--- config.mk ---
export PLATFORM = sky130hd
export DESIGN_NAME = speccfa_spec_ctrl
export DESIGN_NICKNAME = d
export VERILOG_FILES = /design/src/rtl/speccfa_pkg.sv /design/src/rtl/speccfa_entry_cmp.sv /design/src/rtl/speccfa_spec_ctrl.sv
export SDC_FILE = /design/constraint.sdc
export NUM_CORES = 1
export LEC_CHECK = 0
export ABC_AREA = 1
export CORE_UTILIZATION = 45
export CTS_CLUSTER_SIZE = 25
export DETAILED_ROUTE_END_ITERATION = 16
export GPL_ROUTABILITY_DRIVEN = 0
export GPL_TIMING_DRIVEN = 0
export PLACE_DENSITY = 0.75
export SETUP_SLACK_MARGIN = 0.3
export SLEW_MARGIN = 30
export SYNTH_ARGS = -nofsm -noshare
export SYNTH_HDL_FRONTEND = slang
export SYNTH_SLANG_ARGS = --single-unit
--- constraint.sdc ---
create_clock -name mclk -period 2.2 [get_ports mclk]
set_input_delay 0.55 -clock mclk [delete_from_list [all_inputs] [get_ports mclk]]
set_output_delay 0.55 -clock mclk [all_outputs]
set_load 0.005 [all_outputs]
--- src/rtl/speccfa_pkg.sv ---
// Shared encodings and widths for the speculation block-match sequencer.
package speccfa_pkg;

  localparam int unsigned ID_W_DEF   = 8;
  localparam int unsigned ADDR_W_DEF = 16;
  localparam int unsigned LOG_W      = 16;
  localparam int unsigned IDX_W      = 16;
  localparam int unsigned KIND_W     = 2;
  localparam int unsigned ST_W       = 2;

  localparam logic [KIND_W-1:0] KIND_PASS  = 2'd0;
  localparam logic [KIND_W-1:0] KIND_HIT   = 2'd1;
  localparam logic [KIND_W-1:0] KIND_ABORT = 2'd2;

  localparam logic [ST_W-1:0] ST_IDLE   = 2'd0;
  localparam logic [ST_W-1:0] ST_SEARCH = 2'd1;
  localparam logic [ST_W-1:0] ST_TRACK  = 2'd2;

  // One control-flow edge as carried by the log and stored in block memory.
  typedef struct packed {
    logic [LOG_W-1:0] src;
    logic [LOG_W-1:0] dest;
  } cf_entry_t;

endpackage

--- src/rtl/speccfa_entry_cmp.sv ---
// Combinational {src,dest} equality between a log entry and a block entry.
module speccfa_entry_cmp
  import speccfa_pkg::*;
(
  input  cf_entry_t a_i,
  input  cf_entry_t b_i,
  output logic      match_o
);

  assign match_o = (a_i == b_i);

endmodule

--- src/rtl/speccfa_spec_ctrl.sv ---
// Speculation block-match sequencer: walks block memory per log entry and
// reports PASS, HIT or ABORT one cycle after each decision.
module speccfa_spec_ctrl
  import speccfa_pkg::*;
#(
  parameter int unsigned ID_W   = ID_W_DEF,
  parameter int unsigned ADDR_W = ADDR_W_DEF
) (
  input  logic              mclk,
  input  logic              puc_rst,
  input  logic              spec_en,
  input  logic [IDX_W-1:0]  total_blocks,
  input  logic              log_valid,
  input  logic [LOG_W-1:0]  log_src,
  input  logic [LOG_W-1:0]  log_dest,
  output logic              log_ready,
  output logic [ADDR_W-1:0] block_base,
  output logic [ADDR_W-1:0] block_ptr,
  input  logic [LOG_W-1:0]  block_entry_src,
  input  logic [LOG_W-1:0]  block_entry_dest,
  input  logic [ID_W-1:0]   block_len,
  input  logic [ID_W-1:0]   block_id,
  output logic              out_valid,
  output logic [KIND_W-1:0] out_kind,
  output logic [ID_W-1:0]   out_id,
  output logic [ID_W-1:0]   out_len,
  output logic              busy
);

  logic [ST_W-1:0]   state_q, state_d;
  logic [ADDR_W-1:0] base_q, base_d;
  logic [ID_W-1:0]   ptr_q, ptr_d;
  logic [IDX_W-1:0]  idx_q, idx_d;
  logic [ID_W-1:0]   id_q, id_d;
  logic [ID_W-1:0]   len_q, len_d;
  logic              out_valid_q, out_valid_d;
  logic [KIND_W-1:0] out_kind_q, out_kind_d;
  logic [ID_W-1:0]   out_id_q, out_id_d;
  logic [ID_W-1:0]   out_len_q, out_len_d;
  logic              busy_q;
  logic              ready_c;
  logic              match_c;
  logic [IDX_W-1:0]  idx_inc;
  logic [ID_W-1:0]   ptr_inc;
  cf_entry_t         log_entry;
  cf_entry_t         blk_entry;

  assign log_entry = {log_src, log_dest};
  assign blk_entry = {block_entry_src, block_entry_dest};
  assign idx_inc   = idx_q + IDX_W'(1);
  assign ptr_inc   = ptr_q + ID_W'(1);

  speccfa_entry_cmp u_cmp (
    .a_i     (log_entry),
    .b_i     (blk_entry),
    .match_o (match_c)
  );

  // Next-state and result decision for the current cycle.
  always_comb begin
    state_d     = state_q;
    base_d      = base_q;
    ptr_d       = ptr_q;
    idx_d       = idx_q;
    id_d        = id_q;
    len_d       = len_q;
    out_valid_d = 1'b0;
    out_kind_d  = out_kind_q;
    out_id_d    = out_id_q;
    out_len_d   = out_len_q;
    ready_c     = 1'b0;

    case (state_q)
      ST_IDLE: begin
        if (log_valid) begin
          if (spec_en && (total_blocks != '0)) begin
            state_d = ST_SEARCH;
          end else begin
            ready_c     = 1'b1;
            out_valid_d = 1'b1;
            out_kind_d  = KIND_PASS;
            out_id_d    = '0;
            out_len_d   = '0;
          end
        end
      end

      ST_SEARCH: begin
        // A zero-length header is malformed and ends the walk before any match.
        if (block_len == '0) begin
          ready_c     = 1'b1;
          out_valid_d = 1'b1;
          out_kind_d  = KIND_PASS;
          out_id_d    = '0;
          out_len_d   = '0;
          state_d     = ST_IDLE;
        end else if (match_c) begin
          ready_c = 1'b1;
          if (block_len == ID_W'(1)) begin
            out_valid_d = 1'b1;
            out_kind_d  = KIND_HIT;
            out_id_d    = block_id;
            out_len_d   = block_len;
            state_d     = ST_IDLE;
          end else begin
            id_d    = block_id;
            len_d   = block_len;
            ptr_d   = ID_W'(1);
            state_d = ST_TRACK;
          end
        end else if (idx_inc == total_blocks) begin
          ready_c     = 1'b1;
          out_valid_d = 1'b1;
          out_kind_d  = KIND_PASS;
          out_id_d    = '0;
          out_len_d   = '0;
          state_d     = ST_IDLE;
        end else begin
          idx_d  = idx_inc;
          base_d = base_q + ADDR_W'(block_len);
        end
      end

      ST_TRACK: begin
        if (!spec_en) begin
          out_valid_d = 1'b1;
          out_kind_d  = KIND_ABORT;
          out_id_d    = '0;
          out_len_d   = ptr_q;
          state_d     = ST_IDLE;
        end else if (log_valid) begin
          if (match_c) begin
            ready_c = 1'b1;
            if (ptr_inc == len_q) begin
              out_valid_d = 1'b1;
              out_kind_d  = KIND_HIT;
              out_id_d    = id_q;
              out_len_d   = len_q;
              state_d     = ST_IDLE;
            end else begin
              ptr_d = ptr_inc;
            end
          end else begin
            // Entry stays pending and is re-searched from block 0.
            out_valid_d = 1'b1;
            out_kind_d  = KIND_ABORT;
            out_id_d    = '0;
            out_len_d   = ptr_q;
            state_d     = ST_SEARCH;
            base_d      = '0;
            ptr_d       = '0;
            idx_d       = '0;
          end
        end
      end

      default: state_d = ST_IDLE;
    endcase

    if (state_d == ST_IDLE) begin
      base_d = '0;
      ptr_d  = '0;
      idx_d  = '0;
    end
  end

  always_ff @(posedge mclk) begin
    if (puc_rst) begin
      state_q     <= ST_IDLE;
      base_q      <= '0;
      ptr_q       <= '0;
      idx_q       <= '0;
      id_q        <= '0;
      len_q       <= '0;
      out_valid_q <= 1'b0;
      out_kind_q  <= '0;
      out_id_q    <= '0;
      out_len_q   <= '0;
      busy_q      <= 1'b0;
    end else begin
      state_q     <= state_d;
      base_q      <= base_d;
      ptr_q       <= ptr_d;
      idx_q       <= idx_d;
      id_q        <= id_d;
      len_q       <= len_d;
      out_valid_q <= out_valid_d;
      out_kind_q  <= out_kind_d;
      out_id_q    <= out_id_d;
      out_len_q   <= out_len_d;
      busy_q      <= (state_d != ST_IDLE);
    end
  end

  assign log_ready  = ready_c;
  assign block_base = base_q;
  assign block_ptr  = ADDR_W'(ptr_q);
  assign out_valid  = out_valid_q;
  assign out_kind   = out_kind_q;
  assign out_id     = out_id_q;
  assign out_len    = out_len_q;
  assign busy       = busy_q;

endmodule
# After elaboration in Yosys (flattened, before gate mapping)
# Index checks and enable logic that the tools add are counted.
# word_totals
ff_bits	78
latchBits	0
mem_bits_rw	0
romBits	0
input_bits	100
mem_count	0
# op_classes
add_sub_neg	3
multipliers	0
div	0
magnitude_cmp	0
eq_ne	21
n_shift	0
muxes	77
bitwise_logic	2
reduce_logical	13
# ops
op	n
8-bit 2-to-1 mux	24
16-bit 2-to-1 mux	9
16-bit one-hot mux with 2 select lines	2
8-bit one-hot mux with 3 select lines	2
2-bit 2-to-1 mux	20
32-bit equality test	1
7-bit AND reduction	3
2-bit != test (second input constant)	10
16-bit by 1-bit adder with 16-bit output (second input constant)	1
16-bit by 8-bit adder with 16-bit output	1
16-bit equality test	1
8-bit one-hot mux with 2 select lines	1
16-bit nonzero test	1
1-bit 2-to-1 mux	15
4-bit != test (second input constant)	3
2-bit one-hot mux with 3 select lines	2
8-bit by 1-bit adder with 8-bit output (second input constant)	1
8-bit by 1-bit equality test with 1-bit output (second input constant)	1
8-bit equality test	1
8-bit zero test	1
3-bit != test (second input constant)	2
1-bit one-hot mux with 3 select lines	2
2-bit zero test	2
4-bit AND reduction	1
7 further kinds	9

# Longest topological paths before layout
# Gate-level depths: netlist of run 1.
# depth
word_depth	9
mapped_depth	20
ltp_nobuf	19

# Modules after synthesis
# A second synthesis of run 1 with hierarchy kept.
# hier_totals
cells_unflattened	1087
hier_area_um2	6195.9
# modules_own_cells
module	instances	cells_each	area_per_inst_um2	seq_area_each_um2
speccfa_spec_ctrl	1	919	5550.3	1561.5
speccfa_entry_cmp	1	168	645.6	0.0

# Least setup slack after synthesis of run 1
# No wires, ideal clock.
# synth_timing
path_type	register to output
from	reg idx_q[0]
to	out log_ready
arrival_time_ps	1861
required_time_ps	1650
slack_ps	-211
path_stages_with_launch	18
path_buffers	0
path_cell_list	dfxtp_1 -> ha_1 -> nand2_1 -> nor2_4 -> nand2_1 -> nand2_1 -> nand2_1 -> nand2_1 -> nand2_1 -> nor2_1 -> nand2_1 -> nor2_1 -> nand3_2 -> nand2_2 -> nand2_4 -> o21ai_0 -> o21ai_0 -> inv_1
# synth_via
elab_chain_cells	6
# synth_lines
element	line_no	rtl
from (decl)	speccfa_spec_ctrl.sv:33	logic [IDX_W-1:0] idx_q, idx_d;
from (signal assigned)	speccfa_spec_ctrl.sv:184	idx_q <= idx_d;
16-bit by 1-bit adder with 16-bit output	speccfa_spec_ctrl.sv:50	assign idx_inc = idx_q + IDX_W'(1);
16-bit equality test	speccfa_spec_ctrl.sv:111	end else if (idx_inc == total_blocks) begin
1-bit 2-to-1 mux	speccfa_spec_ctrl.sv:111	
1-bit 2-to-1 mux	speccfa_spec_ctrl.sv:97	end else if (match_c) begin
1-bit 2-to-1 mux	speccfa_spec_ctrl.sv:90	if (block_len == '0) begin
1-bit one-hot mux with 3 select lines	speccfa_spec_ctrl.sv:73	case (state_q)
to (decl)	speccfa_spec_ctrl.sv:16	output logic log_ready,
# Every way passes these cells.

# Worst setup path in the final report of run 1
# Ends and elaborated chain as after synthesis.

==> impl_metrics.py, run 1 <==
metrics = {
    "synth": {
        "synthArstFlopShare_pct": 0,
        "synthesis.instances": 963,
        "syn_area_per_cell_sq_um": 6.02,
        "synth-seq-cells": 78,
        "synth.area.top_cells": "dfxtp_1 (27%), nand2_1 (18%), inv_1 (7.3%)",
        "synth_edf_count": 0,
        "synth_cell_types": 41,
        "synth.largest_area_cell": "dfxtp_1",
        "synth_top_area_share_pct": 26.9,
        "ys_warn_count": 0,
        "synthesis.area_sq_um": 5800,
        "synthFlopType": "dfxtp_1",
        "synth-seq-area-share_pct": 26.9,
    },
    "critical_path": {
        "cp-start-kind": "flop",
        "worstSetupPathType": "flop to output pin",
        "end_kind": "output pin",
        "cp.required_ns": 1.65,
        "crit_arrival_ns": 2.41,
        "crit_fanout": 6,
    },
    "final_layout": {
        "final_common_cell": "nand2_1",
        "multi_input_area_sq_um": 3960,
        "seq_area_sq_um": 1590,
        "fill_cells": 1117,
        "fin_nets": 1280,
        "final_area_sq_um": 8670,
        "stdcell_count": 1340,
        "syn2layout_area_growth_pct": 49.6,
        "final_cell_mix": "nand2_1 (265), inv_1 (105), nor2_1 (100)",
        "diodes": 0,
        "drive_gt1_share_pct": 18.2,
    },
    "floorplan": {
        "die_w_microns": 116,
        "fp-row-count": 41,
        "core_area_sq_um": 12600,
        "die_h_microns": 116,
        "die_area_sq_um": 13300,
        "io_pins": 153,
        "initial_utilization_pct": 46.1,
    },
    "sta": {
        "holdWs_ns": 0.464,
        "rsz0062_at_grt": "yes",
        "timing.fmax_ghz": 0.338,
        "setup_violations": 62,
        "tns_ns": -23.78,
        "layout_setup_ws_ns": -0.761,
        "skew_ns": 0.00776,
        "fin_crit_ns": 2.96,
        "relSlewSlack_pct": 58.4,
        "drv_slew": 0,
        "finalCritPeriodShare_pct": 135,
        "hold_viol": 0,
        "worst_pin_slew_ns": 0.624,
    },
    "placement": {
        "port-buffer-count": 144,
        "dp_hpwl_microns": 13000,
        "dp_cells": 1286,
        "place_area_sq_um": 7630,
    },
    "clocking": {
        "cts_hold_buf": 0,
        "cts_tree": "built",
        "cts_buffers": 9,
        "cts_sinks": 78,
        "cts-htree-levels": 3,
        "cts.clk_slew.worst_paths_ns": 0.06,
        "clock_latency_ns": 0.35,
        "max-clock-path-buffers": 2,
        "cts_root_buffer": "clkbuf_16",
    },
    "run_status": {
        "status": "complete, but fails checks",
        "violations": "setup timing",
    },
    "pwr": {
        "p_leak_nw": 3.81,
        "ir_worst_vdd_v": 0.000345,
        "power.density_nw_per_um2": 441,
    },
    "routing": {
        "vias": 7016,
        "finalWirelength_microns": 19100,
        "drc_errors": 0,
        "wl_met1_microns": 8030,
        "drtAntennaViolNets": 0,
        "drt_pre_antenna_iters": 8,
        "wl_met2_microns": 9050,
        "wl_per_cell_microns": 14.2,
        "drtIter0Drc": 498,
        "dr_wl_met3_microns": 1470,
        "vias_per_cell": 5.24,
        "highest_layer": "met4",
    },
    "job": {
        "drv_cap": 0,
    },
    "global_route": {
        "grt_pass1_wl_microns": 28200,
        "grt_overflow": 0,
        "grt.total_usage_pct": 26.8,
        "grt_pass1_vias": 5950,
        "antenna_found_initial": 0,
        "grt_max_degree": 13,
    },
    "worst_hold_path": {
        "hold_path.class": "flop to flop",
    },
}
[layer usage]
metal / vias up / global-route usage (%)
li1: 3471 / -
met1: 3199 / 34.4
met2: 293 / 45.5
met3: 53 / 5.02
met4: 0 / 8.05
met5: - / 0
[synthesized netlist by cell type (14+ instances only)]
cell type / count
nand2_1: 284
inv_1: 112
nor2_1: 111
a21oi_1: 79
dfxtp_1: 78
nand3_1: 70
o21ai_0: 48
xor2_1: 23
nand4_1: 17
xnor2_1: 17
ha_1: 14
o21ai_1: 14
[flip-flops by register name (all words and copies together) (netlist names), 2 cells and up]
name and cells:
ptr_q 8, state_q 2, block_base 16, out_len 8, out_id 8, out_kind 2
len_q 8, id_q 8, idx_q 16
[report_power, final]
part	switching [mW]	internal [mW]	leakage [nW]
sequential	0.0429	1.46	0.642
combinational	0.455	0.474	3.04
clock	0.618	0.778	0.126
[critical path, cell delays in order, from the launching register on]
cell	delay [ns]
dfxtp_4	0.38
ha_4	0.16
nand2_4	0.05
nor2_4	0.24
buf_6	0.14
nand4_1	0.12
nand3_1	0.11
nand2_1	0.08
nand3_1	0.08
nor2_2	0.04
nand3_2	0.09
nand2_2	0.08
nand2_4	0.08
o21ai_4	0.07
o21ai_2	0.16
inv_1	0.05
buf_2	0.12
[final cells by class]
| type | count | share of cell area (%) |
|---|---|---|
| Buffer | 39 | 4.01 |
| Clock buffer | 10 | 2.76 |
| Clock inverter | 4 | 0.289 |
| Inverter | 118 | 5.25 |
| Multi-Input combinational cell | 735 | 45.6 |
| Sequential cell | 78 | 18.3 |
| Tap cell | 172 | 2.48 |
| Timing Repair Buffer | 184 | 21.2 |
[final timing paths]
check                    to  slack (ns)  startpoint  cells past startpoint
setup / recovery  log_ready       -0.76    idx_q[0]                     16
hold / removal      id_q[4]        0.46     id_q[4]                      2
setup reg to reg   idx_q[2]       -0.60    idx_q[0]                     23
hold reg to reg     id_q[4]        0.46     id_q[4]                      2
[stage by stage]
stage | worst slack (ns) | utilization, % | power [mW]
finish | -0.761 | 69.0 | 3.83
global route | -0.897 | 69.0 | 3.98
CTS | -0.658 | 65.9 | 3.74
detailed placement | -1.38 | 60.7 | 2.33
global placement | -1.36 | 60.7 | 2.32
floorplan | -0.0622 | - | 1.95
[logic make-up after synthesis]
group,share of synthesized area [%]
and+or+nand+nor,37.4
AOI/OAI and AO/OA,14.3
DFF,26.9
other,0.0647
buffers and inverters,11.5
xor gates and xnor gates,6.43
adders and majority gates,3.37
[timing repair]
item | CTS | global route
endpoints found under the setup margin | 83 | 91
hold endpoints to repair | 0 | 0
resized for setup | 174 | 91
gates cloned | 4 | 5
pin swaps | 24 | 24
buffers inserted | 21 | 10
(Power assumes the default switching activity.)
==> inputs of run 2 (changes only) <==
--- a/config.mk
+++ b/config.mk
@@ -6,6 +6,7 @@
 export NUM_CORES = 1
 export LEC_CHECK = 0
 export ABC_AREA = 1
+export CAP_MARGIN = 20
 export CORE_UTILIZATION = 45
 export CTS_CLUSTER_SIZE = 25
 export DETAILED_ROUTE_END_ITERATION = 16
==> results of run 2 <==
Final layout, timing and power as in run 1 (identical DEF).
